## src/rtl/lsu_align_pkg.sv

```systemverilog
// rtl/lsu_align_pkg.sv - shared size codes, sequencer states and beat helpers for lsu_align_seq
package lsu_align_pkg;

  localparam logic [1:0] SZ_BYTE = 2'b00;
  localparam logic [1:0] SZ_HALF = 2'b01;
  localparam logic [1:0] SZ_WORD = 2'b10;

  typedef enum logic [1:0] {
    IDLE  = 2'd0,
    ISSUE = 2'd1,
    CAPT  = 2'd2,
    RESP  = 2'd3
  } state_t;

  // Number of byte beats a misaligned access of this size needs
  function automatic logic [2:0] beat_count(input logic [1:0] size);
    case (size)
      SZ_HALF: beat_count = 3'd2;
      SZ_WORD: beat_count = 3'd4;
      default: beat_count = 3'd1;
    endcase
  endfunction

  // Natural alignment check; illegal size reports aligned so only the size error applies
  function automatic logic is_aligned(input logic [1:0] size, input logic [1:0] addr_lo);
    case (size)
      SZ_HALF: is_aligned = (addr_lo[0] == 1'b0);
      SZ_WORD: is_aligned = (addr_lo == 2'b00);
      default: is_aligned = 1'b1;
    endcase
  endfunction

endpackage

```

## src/rtl/lsu_ld_extend.sv

```systemverilog
// rtl/lsu_ld_extend.sv - sign/zero extension of an assembled load word by access size
module lsu_ld_extend
  import lsu_align_pkg::*;
(
  input  logic [31:0] asm_data,
  input  logic [1:0]  size,
  input  logic        sign_ext,
  output logic [31:0] ext_data
);

  // Replicate the top bit of the accessed width when sign extension is requested
  always_comb begin
    ext_data = asm_data;
    case (size)
      SZ_BYTE: ext_data = {{24{sign_ext & asm_data[7]}}, asm_data[7:0]};
      SZ_HALF: ext_data = {{16{sign_ext & asm_data[15]}}, asm_data[15:0]};
      default: ext_data = asm_data;
    endcase
  end

endmodule

```

## src/rtl/lsu_align_seq.sv

```systemverilog
// rtl/lsu_align_seq.sv - load/store sequencer splitting misaligned accesses into byte beats (split enabled by LSU_ALIGN_SPLIT_EN)
module lsu_align_seq
  import lsu_align_pkg::*;
(
  input  logic        i_clk,
  input  logic        i_reset,
  input  logic        i_req_valid,
  output logic        o_req_ready,
  input  logic [31:0] i_req_addr,
  input  logic [31:0] i_req_wdata,
  input  logic [1:0]  i_req_size,
  input  logic        i_req_signed,
  input  logic        i_req_wren,
  output logic        o_rsp_valid,
  output logic [31:0] o_rsp_rdata,
  output logic        o_rsp_err,
  output logic [31:0] o_lsu_addr,
  output logic [31:0] o_st_data,
  output logic [1:0]  o_lsu_size,
  output logic        o_lsu_signed,
  output logic        o_lsu_wren,
  input  logic [31:0] i_ld_data
);

  state_t      state;
  logic [1:0]  beat;
  logic [1:0]  last;
  logic        split;
  logic [1:0]  r_size;
  logic        r_signed;
  logic        r_wren;
  logic [31:0] asm_data;
  logic [31:0] asm_next;
  logic [31:0] ext_data;
  logic [1:0]  cap_idx;
  logic        split_en;
  logic        accept;
  logic        req_aligned;
  logic        req_err;
  logic [2:0]  req_cnt;
  logic [1:0]  req_last;

`ifdef LSU_ALIGN_SPLIT_EN
  assign split_en = 1'b1;
`else
  assign split_en = 1'b0;
`endif

  assign o_req_ready = (state == IDLE);
  assign accept      = i_req_valid && o_req_ready;
  assign req_aligned = is_aligned(i_req_size, i_req_addr[1:0]);
  assign req_err     = (i_req_size == 2'b11) || (!req_aligned && !split_en);
  assign req_cnt     = beat_count(i_req_size);
  assign req_last    = 2'(req_cnt - 3'd1);

  // Byte returned this cycle belongs to the previous beat; in CAPT it is the final beat
  assign cap_idx = (state == CAPT) ? last : 2'(beat - 2'd1);

  // Drop the returning load byte into its slot of the assembly word
  always_comb begin
    asm_next = asm_data;
    case (cap_idx)
      2'd0: asm_next[7:0]   = i_ld_data[7:0];
      2'd1: asm_next[15:8]  = i_ld_data[7:0];
      2'd2: asm_next[23:16] = i_ld_data[7:0];
      default: asm_next[31:24] = i_ld_data[7:0];
    endcase
  end

  lsu_ld_extend u_ld_extend (
    .asm_data (asm_next),
    .size     (r_size),
    .sign_ext (r_signed),
    .ext_data (ext_data)
  );

  // Sequencer FSM with registered lsu drive and response outputs
  always_ff @(posedge i_clk) begin
    if (i_reset) begin
      state        <= IDLE;
      beat         <= 2'd0;
      last         <= 2'd0;
      split        <= 1'b0;
      r_size       <= SZ_BYTE;
      r_signed     <= 1'b0;
      r_wren       <= 1'b0;
      asm_data     <= 32'd0;
      o_rsp_valid  <= 1'b0;
      o_rsp_rdata  <= 32'd0;
      o_rsp_err    <= 1'b0;
      o_lsu_addr   <= 32'd0;
      o_st_data    <= 32'd0;
      o_lsu_size   <= SZ_BYTE;
      o_lsu_signed <= 1'b0;
      o_lsu_wren   <= 1'b0;
    end else begin
      case (state)
        IDLE: begin
          if (accept) begin
            r_size   <= i_req_size;
            r_signed <= i_req_signed;
            r_wren   <= i_req_wren;
            asm_data <= 32'd0;
            beat     <= 2'd0;
            if (req_err) begin
              state       <= RESP;
              o_rsp_valid <= 1'b1;
              o_rsp_err   <= 1'b1;
              o_rsp_rdata <= 32'd0;
            end else begin
              state        <= ISSUE;
              split        <= !req_aligned;
              last         <= req_aligned ? 2'd0 : req_last;
              o_lsu_addr   <= i_req_addr;
              o_st_data    <= i_req_wdata;
              o_lsu_size   <= req_aligned ? i_req_size : SZ_BYTE;
              o_lsu_signed <= req_aligned ? i_req_signed : 1'b0;
              o_lsu_wren   <= i_req_wren;
            end
          end
        end
        ISSUE: begin
          if (split && (beat != 2'd0)) begin
            asm_data <= asm_next;
          end
          if (beat == last) begin
            o_lsu_wren <= 1'b0;
            if (r_wren) begin
              state       <= RESP;
              o_rsp_valid <= 1'b1;
              o_rsp_rdata <= 32'd0;
              o_rsp_err   <= 1'b0;
            end else begin
              state <= CAPT;
            end
          end else begin
            beat       <= beat + 2'd1;
            o_lsu_addr <= o_lsu_addr + 32'd1;
            o_st_data  <= {8'h00, o_st_data[31:8]};
          end
        end
        CAPT: begin
          state       <= RESP;
          o_rsp_valid <= 1'b1;
          o_rsp_err   <= 1'b0;
          o_rsp_rdata <= split ? ext_data : i_ld_data;
        end
        default: begin
          state       <= IDLE;
          o_rsp_valid <= 1'b0;
          o_rsp_rdata <= 32'd0;
          o_rsp_err   <= 1'b0;
        end
      endcase
    end
  end

endmodule

```

## config.mk

```make
export PLATFORM = sky130hd
export DESIGN_NAME = lsu_align_seq
export DESIGN_NICKNAME = d
export VERILOG_FILES = /design/src/rtl/lsu_align_pkg.sv /design/src/rtl/lsu_ld_extend.sv /design/src/rtl/lsu_align_seq.sv
export SDC_FILE = /design/constraint.sdc
export NUM_CORES = 1
export LEC_CHECK = 0
export ABC_AREA = 1
export CORE_MARGIN = 1
export CORE_UTILIZATION = 49
export CTS_CLUSTER_SIZE = 12
export DETAILED_ROUTE_END_ITERATION = 10
export PLACE_DENSITY_LB_ADDON = 0.12
export RECOVER_POWER = 25
export SLEW_MARGIN = 40
export SYNTH_ARGS = -nofsm -noshare
export SYNTH_HDL_FRONTEND = slang
export SYNTH_SLANG_ARGS = --single-unit
```

## constraint.sdc

```tcl
create_clock -name i_clk -period 2.6 [get_ports i_clk]
set_input_delay 0.65 -clock i_clk [delete_from_list [all_inputs] [get_ports i_clk]]
set_output_delay 0.65 -clock i_clk [all_outputs]
set_load 0.02 [all_outputs]
```

==> results of run 1 <==
[power breakdown]
part	leakage (uW)	switching [uW]	total (uW)	internal [uW]
Combinational	0.00272	3900	6500	2600
Clock	0.000289	994	2560	1560
Sequential	0.00118	530	3360	2830
Total	0.00419	5430	12400	6990
[cells by family (layout without fill, tap and decap cells)]
group,count (synthesis),in the layout,synth area share
xor gates and xnor gates,2,2,0.00224
DFF,144,144,0.368
and+or+nand+nor,618,618,0.328
buffers and inverters,167,358,0.0896
AOI/OAI and AO/OA,260,260,0.192
adders and majority gates,12,12,0.0192
[cell usage after synthesis (3+ instances only)]
cell         n  area share
nor3_1      13      0.0083
buf_2       18       0.012
a2bb2oi_1   30       0.034
o21ai_0     80       0.051
a211oi_1     3      0.0029
nand2_1    339        0.16
o21ai_1     18       0.012
or2_2        5      0.0040
ha_1        12       0.019
clkbuf_1    38       0.018
nand4_1      4      0.0032
a21oi_1     83       0.053
nor2_1     170       0.082
inv_1       89       0.043
nand2_2      6      0.0048
inv_2        6      0.0029
nand2_4      5      0.0072
buf_1        7      0.0034
o211ai_1     5      0.0048
a21oi_2      3      0.0034
dfxtp_1    144        0.37
buf_6        6      0.0086
nand3_1     65       0.042
a31oi_1     32       0.026
nand3b_1     3      0.0029
[final cells by class]
class	count	area share
timing repair buffer	229	0.216
inverter	97	0.0344
sequential	144	0.270
clock buffer	20	0.0428
tap	211	0.0248
multi-input combinational	892	0.397
clock inverter	12	0.0147
[tightest hold or removal path: stages, from the launching register on]
cell     delay [ns]
dfxtp_1        0.30
nand2_1        0.05
a21oi_1        0.05
[metrics by stage]
step	area (sq um)	hold WS [ns]	total power, uW	worst slack (ns)	instances
floorplan	7820	0.444	7750	0.530	1203
global placement	10100	0.448	9880	0.0478	1573
detailed placement	10100	0.456	10000	-0.0373	1573
CTS	10700	0.466	12600	0.0279	1605
global route	10700	0.481	13300	0.0749	1605
finish	10700	0.459	12400	0.141	1605
[flip-flops by register name, summed over array words and instances, names as in the netlist]
signal and cells:
o_lsu_signed 1, o_rsp_rdata 32, o_lsu_size 2, r_size 2
o_rsp_valid 1, o_rsp_err 1, r_wren 1, asm_data 32
state 2, o_lsu_wren 1, r_signed 1, beat 2
o_st_data 32, last 2, o_lsu_addr 32
[worst max-delay path by stage]
stage | start | end | slack (ns) | cells past startpoint
3_3_place_gp | i_req_size[0] | o_rsp_rdata[29]$_SDFFE_PP0P_ | 0.05 | 11
3_5_place_dp | i_req_size[0] | o_st_data[14]$_SDFFE_PP0P_ | -0.04 | 11
2_1_floorplan | i_req_size[0] | o_lsu_addr[0]$_SDFFE_PP0P_ | 0.53 | 11
4_1_cts | state[0]$_SDFFE_PP0P_ | o_req_ready | 0.03 | 3
6_report | state[0]$_SDFFE_PP0P_ | o_req_ready | 0.14 | 3
5_1_grt | state[0]$_SDFFE_PP0P_ | o_req_ready | 0.07 | 3
[metal layers]
metal	track usage	vias up
met4	0.118	0
met2	0.486	274
met1	0.357	3815
met5	0	-
met3	0.0449	47
li1	-	4288
[timing repair]
item	4_1_cts	5_1_grt
gates resized for setup	0	1
endpoints found under the setup margin	0	1
hold buffers	0	0
==> results.py, run 1 <==
metrics = {
    "status": {
        "status": "finished clean",
    },
    "logic_synthesis": {
        "seq_area_frac_synth": 0.368,
        "synth_fp_nets": 1318,
        "syn_inst": 1203,
        "syn_area_sq_um": 7820,
        "synth_cell_types": 38,
        "ys_warn_count": 0,
        "synth_ff_type": "dfxtp_1",
        "synth_seq_cells": 144,
        "ys_async_sr_fraction": 0,
        "synth-edff-count": 0,
        "syn_avg_cell_area_sq_um": 6.50,
    },
    "floorplan": {
        "core_sq_um": 15400,
        "row_count": 45,
        "die_area_sq_um": 16500,
        "initial_utilization": 0.509,
        "die_h_um": 128,
        "die_w_um": 128,
        "io-pin-count": 206,
    },
    "worst_hold_path": {
        "hp-class": "flop to flop",
        "min_from": "o_lsu_size[1]$_SDFFE_PP0P_",
        "hold_end": "o_lsu_size[1]$_SDFFE_PP0P_",
        "whs_path_depth": 2,
    },
    "route": {
        "met2_length_um": 11300,
        "dr_wl_met3_um": 1330,
        "drc": 0,
        "initialDrtViolationCount": 697,
        "top_layer": "met4",
        "ant_nets": 0,
        "wl_per_cell_um": 14.4,
        "vias": 8424,
        "drtPass1Iterations": 5,
        "wl_um": 23200,
        "routed_via_density": 5.25,
        "wl_met1_um": 9930,
    },
    "placed_design": {
        "gp_congestion": 0.900,
        "hpwl_um": 16100,
        "portBuffers": 205,
    },
    "worst_setup_path": {
        "worstSetupEndpointType": "output port",
        "r2r_slack_ns": 0.34,
        "critPathMaxFanout": 7,
        "crit_path_cell_trace": "inv_1, ha_2, clkdlybuf4s50_1",
        "crit_slowest_cell": "clkdlybuf4s50_1",
        "reg2regPathDepth": 13,
        "cp_slowest_stage_delay_ns": 0.63,
        "r2r-start": "state[0]$_SDFFE_PP0P_",
        "start_kind": "flop",
        "path_class": "flop to output port",
        "cp.arrival_ns": 1.81,
        "cp_num_buf_inv": 2,
        "critPathTopFamily": "buffers and inverters",
        "worstPathRequired_ns": 1.95,
        "timing.rr.end": "o_rsp_rdata[23]$_SDFFE_PP0P_",
    },
    "timing": {
        "maxClockFrequency_mhz": 407,
        "relSlewSlack": 0.490,
        "worst_pin_slew_ns": 0.765,
        "period_needed_ns": 2.46,
        "hold_viol": 0,
        "final_max_slew_viol_count": 0,
        "fin_tns_setup_ns": 0,
        "rsz0062_at_grt": "false",
        "final-setup-viol-count": 0,
        "final.setup_skew_ns": 0.0102,
        "fin_crit_sh": 0.946,
    },
    "global_routing": {
        "antenna_found_initial": 0,
        "grt_pass1_vias": 7528,
        "grt_remaining_overflow": 0,
        "track_usage": 0.285,
        "grt_max_degree": 87,
        "grt_pass1_wl_um": 37200,
    },
    "run": {
        "cap_violations": 0,
    },
    "clocking": {
        "htreeDepth": 4,
        "cts.clk_slew.worst_paths_ns": 0.06,
        "cts.sinks": 144,
        "cts.path.max_buffers": 2,
        "cts_setup_buffers": 0,
        "insertion_delay_ns": 0.43,
        "numCtsBuffers": 17,
        "cts_tree": "done",
        "root_buffer": "clkbuf_16",
    },
    "layout": {
        "multi_input_comb_area_sq_um": 4240,
        "diodes": 0,
        "final_util": 0.694,
        "drive_above_1_share": 0.0646,
        "syn2layout_area_growth_pct": 36.3,
        "final_cell_mix": "nand2_1 (340), nor2_1 (170), clkdlybuf4s50_1 (158)",
        "seq_area_sq_um": 2880,
        "fillCellCount": 1376,
        "layout_commonest_cell": "nand2_1",
        "fin_nets": 1496,
    },
    "power_and_ir_drop": {
        "power_density_nw_per_um2": 1160,
        "max-vdd-ir-drop_uv": 731,
        "power.leakage_uw": 0.00419,
    },
}
No activity file was read; power rests on OpenSTA's default activity.
==> run 2: changes to the inputs <==
Settings changed: CORE_UTILIZATION 49 to 25.
Clock period 2.6 ns to 2.45 ns, I/O delays scaled along.
==> results.py, run 2 (synthesized netlist as in run 1, its figures left out) <==
metrics = {
    "status": {
        "status": "finished clean",
    },
    "timing": {
        "final-setup-viol-count": 0,
        "fin_tns_setup_ns": 0,
        "rsz0062_at_grt": "false",
        "final_max_slew_viol_count": 0,
        "final.setup_skew_ns": 0.00927,
        "period_needed_ns": 2.22,
        "relSlewSlack": 0.597,
        "hold_viol": 0,
        "worst_pin_slew_ns": 0.604,
        "maxClockFrequency_mhz": 451,
        "fin_crit_sh": 0.906,
    },
    "worst_setup_path": {
        "path_depth": 3,
        "cp_num_buf_inv": 2,
        "worstPathRequired_ns": 1.84,
        "critPathMaxFanout": 7,
        "start_kind": "flop",
        "cp.arrival_ns": 1.61,
        "r2r_slack_ns": 0.31,
        "r2r-start": "state[1]$_SDFFE_PP0P_",
        "reg2regPathDepth": 12,
        "path_class": "flop to output port",
        "worstSetupEndpointType": "output port",
        "crit_path_cell_trace": "inv_1, ha_1, dlygate4sd2_1",
        "crit_slowest_cell": "dfxtp_1",
        "critPathTopFamily": "buffers and inverters",
        "timing.rr.end": "asm_data[29]$_SDFFE_PP0P_",
        "cp_slowest_stage_delay_ns": 0.44,
    },
    "route": {
        "ant_nets": 0,
        "top_layer": "met4",
        "met2_length_um": 12900,
        "routed_via_density": 4.61,
        "wl_um": 27800,
        "wl_met1_um": 12800,
        "drc": 0,
        "vias": 8316,
        "dr_wl_met3_um": 1820,
        "wl_per_cell_um": 15.4,
        "drtPass1Iterations": 4,
        "initialDrtViolationCount": 508,
    },
    "clocking": {
        "numCtsBuffers": 17,
        "root_buffer": "clkbuf_16",
        "cts.sinks": 144,
        "cts.clk_slew.worst_paths_ns": 0.06,
        "insertion_delay_ns": 0.43,
        "cts.path.max_buffers": 2,
        "ctsHoldBuffers": 0,
        "htreeDepth": 4,
        "cts_tree": "done",
    },
    "layout": {
        "syn2layout_area_growth_pct": 41.7,
        "layout_commonest_cell": "nand2_1",
        "fillCellCount": 3310,
        "fin_cells": 1804,
        "drive_above_1_share": 0.0760,
        "diodes": 0,
        "final_cell_mix": "nand2_1 (340), nor2_1 (170), clkdlybuf4s50_1 (155)",
        "fin_nets": 1510,
    },
    "placed_design": {
        "dp.cells": 1771,
        "portBuffers": 205,
        "gp_congestion": 0.852,
        "hpwl_um": 19600,
    },
    "power_and_ir_drop": {
        "power_density_nw_per_um2": 1240,
        "max-vdd-ir-drop_uv": 558,
        "power.leakage_uw": 0.00430,
    },
    "run": {
        "cap_violations": 0,
    },
    "worst_hold_path": {
        "min_from": "o_rsp_rdata[28]$_SDFFE_PP0P_",
        "whs_path_depth": 2,
        "hp-class": "flop to flop",
        "hold_end": "o_rsp_rdata[28]$_SDFFE_PP0P_",
    },
    "global_routing": {
        "grt_max_degree": 87,
        "grt_remaining_overflow": 0,
        "track_usage": 0.174,
        "antenna_found_initial": 0,
        "grt_pass1_vias": 7948,
        "grt_pass1_wl_um": 43200,
    },
    "floorplan": {
        "row_count": 64,
        "die_area_sq_um": 32000,
        "io-pin-count": 206,
        "die_h_um": 179,
        "die_w_um": 179,
        "core_sq_um": 30700,
        "initial_utilization": 0.255,
    },
}
[run 2: worst min-delay path: stages, from the launching register on]
cell     delay (ns)
dfxtp_1        0.31
nand2_1        0.06
a21oi_1        0.05
[run 2: final cells by class]
class / instances / area [sq um] / share of cell area
repair buffers: 243 / 2470 / 0.223
clock inverters: 13 / 188 / 0.0169
inverters: 97 / 367 / 0.0331
well taps: 396 / 495 / 0.0447
multi-input cells: 892 / 4240 / 0.383
flip-flops and latches: 144 / 2880 / 0.260
clock buffers: 19 / 443 / 0.0400
[run 2: routing by layer]
| layer | track usage | vias to the layer above |
|---|---|---|
| met3 | 0.0307 | 22 |
| met5 | 0 | - |
| met1 | 0.224 | 3796 |
| met4 | 0.0448 | 0 |
| met2 | 0.296 | 202 |
| li1 | - | 4296 |
[run 2: how the worst max path moves through the flow]
stage / to / slack [ns] / start
CTS: o_req_ready / 0.19 / state[1]$_SDFFE_PP0P_
floorplan: o_lsu_addr[0]$_SDFFE_PP0P_ / 0.42 / i_req_size[0]
detailed placement: o_rsp_rdata[24]$_SDFFE_PP0P_ / -0.24 / i_req_size[0]
global placement: o_rsp_rdata[18]$_SDFFE_PP0P_ / -0.22 / i_req_size[0]
finish: o_req_ready / 0.23 / state[1]$_SDFFE_PP0P_
global route: o_rsp_valid$_SDFFE_PP0P_ / 0.03 / i_req_size[0]
[run 2: timing repair]
action,4_1_cts,5_1_grt
setup endpoints to repair,1,1
hold endpoints to repair,0,0
pin swaps,0,1
cloned,0,0
resized for setup,1,0
buffers inserted,0,1
[run 2: report_power, final]
group	switching, uW	total [uW]	internal, uW
Combinational	4370	7330	2960
Sequential	559	3560	3000
Clock	1110	2840	1730
[run 2: metrics by stage]
step                      total power [uW]  hold slack (ns)  setup WS (ns)  instance area, sq um  utilization
after floorplan                       8220            0.444          0.417                  7820            -
after global placement               11100            0.452         -0.218                 10400        0.340
after detailed placement             11100            0.457         -0.242                 10400        0.340
after CTS                            14000            0.467          0.190                 11100        0.361
after global routing                 14800            0.487         0.0292                 11100        0.361
final                                13700            0.464          0.231                 11100        0.361
==> run 3: changes to the inputs <==
--- a/config.mk
+++ b/config.mk
@@ -13,5 +13,4 @@
 export PLACE_DENSITY_LB_ADDON = 0.12
 export RECOVER_POWER = 25
-export SLEW_MARGIN = 40
 export SYNTH_ARGS = -nofsm -noshare
 export SYNTH_HDL_FRONTEND = slang
==> constraint.sdc (replaced) <==
create_clock -name i_clk -period 2.45 [get_ports i_clk]
set_input_delay 0.6125 -clock i_clk [delete_from_list [all_inputs] [get_ports i_clk]]
set_output_delay 0.6125 -clock i_clk [all_outputs]
set_load 0.1 [all_outputs]
==> results.py, run 3 (synthesized netlist as in run 1, its figures left out) <==
metrics = {
    "status": {
        "status": "finished clean",
    },
    "placed_design": {
        "portBuffers": 205,
        "dp.cells": 1769,
        "hpwl_um": 19600,
        "gp_congestion": 0.857,
        "place_ws_ns": -0.265,
    },
    "clocking": {
        "root_buffer": "clkbuf_16",
        "numCtsBuffers": 17,
        "cts.sinks": 144,
        "insertion_delay_ns": 0.44,
        "cts_tree": "done",
        "cts.path.max_buffers": 2,
        "cts.clk_slew.worst_paths_ns": 0.07,
        "ctsHoldBuffers": 0,
        "htreeDepth": 4,
    },
    "route": {
        "ant_nets": 0,
        "wl_per_cell_um": 15.5,
        "vias": 8335,
        "drc": 0,
        "routed_via_density": 4.63,
        "initialDrtViolationCount": 597,
        "drtPass1Iterations": 4,
        "wl_um": 27900,
    },
    "worst_setup_path": {
        "r2r-start": "state[1]$_SDFFE_PP0P_",
        "worstPathRequired_ns": 2.76,
        "r2r_slack_ns": 0.33,
        "crit_path_cell_trace": "clkdlybuf4s50_1, inv_1, ha_1, nand3b_1, nand2_1, nand2_1, nand2_4, inv_2, buf_12, o21ai_0, a31oi_1",
        "path_class": "input pin to flop",
        "critPathMaxFanout": 47,
        "cp.arrival_ns": 2.53,
        "critPathTopFamily": "buffers and inverters",
        "cp-startpoint": "i_req_size[0]",
        "crit_path_frequent_cell": "nand2_1",
        "cp_num_buf_inv": 4,
        "crit_slowest_cell": "clkdlybuf4s50_1",
        "start_kind": "input pin",
        "cp_slowest_stage_delay_ns": 0.47,
        "worstSetupEndpointType": "flop",
    },
    "timing": {
        "final-setup-viol-count": 0,
        "final.setup_skew_ns": 0.0106,
        "relSlewSlack": 0.585,
        "fin_ws_ns": 0.232,
        "fin_crit_sh": 0.905,
        "hold_viol": 0,
        "rsz0062_at_grt": "false",
        "worst_pin_slew_ns": 0.623,
        "final_max_slew_viol_count": 0,
        "fin_tns_setup_ns": 0,
        "period_needed_ns": 2.22,
        "hold_ws_ns": 0.468,
        "maxClockFrequency_mhz": 451,
    },
    "floorplan": {
        "die_w_um": 179,
        "io-pin-count": 206,
        "die_h_um": 179,
        "initial_utilization": 0.255,
        "die_area_sq_um": 32000,
        "core_sq_um": 30700,
        "row_count": 64,
    },
    "layout": {
        "diodes": 0,
        "layout_commonest_cell": "nand2_1",
        "multi_input_comb_area_sq_um": 4240,
        "seq_area_sq_um": 2880,
        "syn2layout_area_growth_pct": 36.6,
        "fin_cells": 1802,
        "final_cell_mix": "nand2_1 (340), nor2_1 (170), dfxtp_1 (143)",
        "drive_above_1_share": 0.149,
        "fin_nets": 1508,
        "fillCellCount": 3382,
    },
    "worst_hold_path": {
        "hp-class": "flop to flop",
        "min_from": "o_rsp_rdata[28]$_SDFFE_PP0P_",
    },
    "global_routing": {
        "antenna_found_initial": 0,
        "grt_pass1_vias": 7969,
        "grt_pass1_wl_um": 43400,
        "track_usage": 0.176,
        "grt_remaining_overflow": 0,
        "grt_max_degree": 87,
    },
    "power_and_ir_drop": {
        "p_clk_frac": 0.169,
        "p_int_uw": 7400,
        "power_density_nw_per_um2": 1570,
        "switching_share": 0.560,
        "combinationalPowerShare": 0.619,
        "power.leakage_uw": 0.00430,
        "switching_power_uw": 9420,
        "power_frac_seq": 0.213,
        "max-vdd-ir-drop_uv": 467,
    },
    "run": {
        "cap_violations": 0,
    },
}
run 3: cell types whose count changed in the layout (fill, tap and decap cells not counted), moves of 3 or more:
cell	previous run	this run
clkinvlp_4	6	3
dlygate4sd3_1	48	0
clkdlybuf4s50_1	155	101
buf_4	26	73
clkbuf_2	0	55
run 3: worst paths after layout:
kind                            cells past startpoint                            to
worst max-delay path                               11     o_st_data[3]$_SDFFE_PP0P_
worst min-delay path                                2  o_rsp_rdata[28]$_SDFFE_PP0P_
worst max register to register                      9  o_rsp_rdata[11]$_SDFFE_PP0P_
worst min register to register                      2  o_rsp_rdata[28]$_SDFFE_PP0P_
run 3: routing by layer:
layer / global-route usage / part of all wire
met3: 0.0407 / 0.069
met2: 0.284 / 0.45
met5: 0 / 0
met4: 0.0466 / 0.012
met1: 0.235 / 0.47
run 3: metrics by stage:
| stage | area, sq um | power [uW] | utilization |
|---|---|---|---|
| after floorplan | 7830 | 11600 | - |
| after detailed placement | 10200 | 14300 | 0.332 |
| after global routing | 10700 | 18000 | 0.348 |
| after CTS | 10800 | 17200 | 0.352 |
| final | 10700 | 16800 | 0.348 |
| after global placement | 10200 | 14200 | 0.332 |
run 3: cell type report:
class / instances / area share
Clock buffer: 19 / 0.0405
Clock inverter: 13 / 0.0176
Inverter: 97 / 0.0343
Multi-Input combinational cell: 892 / 0.397
Sequential cell: 144 / 0.270
Tap cell: 396 / 0.0464
Timing Repair Buffer: 241 / 0.194
run 3: power by group through the flow:
| stage | registers (uW) | logic, uW | clock network (uW) |
|---|---|---|---|
| finish | 3580 | 10400 | 2840 |
| global route | 3680 | 11300 | 3020 |
| global placement | 3640 | 10600 | 0 |
| CTS | 3600 | 10700 | 2920 |
| floorplan | 7400 | 4160 | 0 |
| detailed placement | 3650 | 10600 | 0 |
run 3: timing repair:
| item | CTS | global route |
|---|---|---|
| buffers inserted | 0 | 1 |
| resized for setup | 0 | 0 |
| endpoints found under the setup margin | 0 | 5 |
run 3: worst register-to-register path, delay by kind of cell (launching register included):
kind            cells  cell delay (ns)
buf+inv             1             0.19
flops               1             0.44
compound gates      3             0.58
simple gates        4             0.39
fa+ha+maj           1             0.40
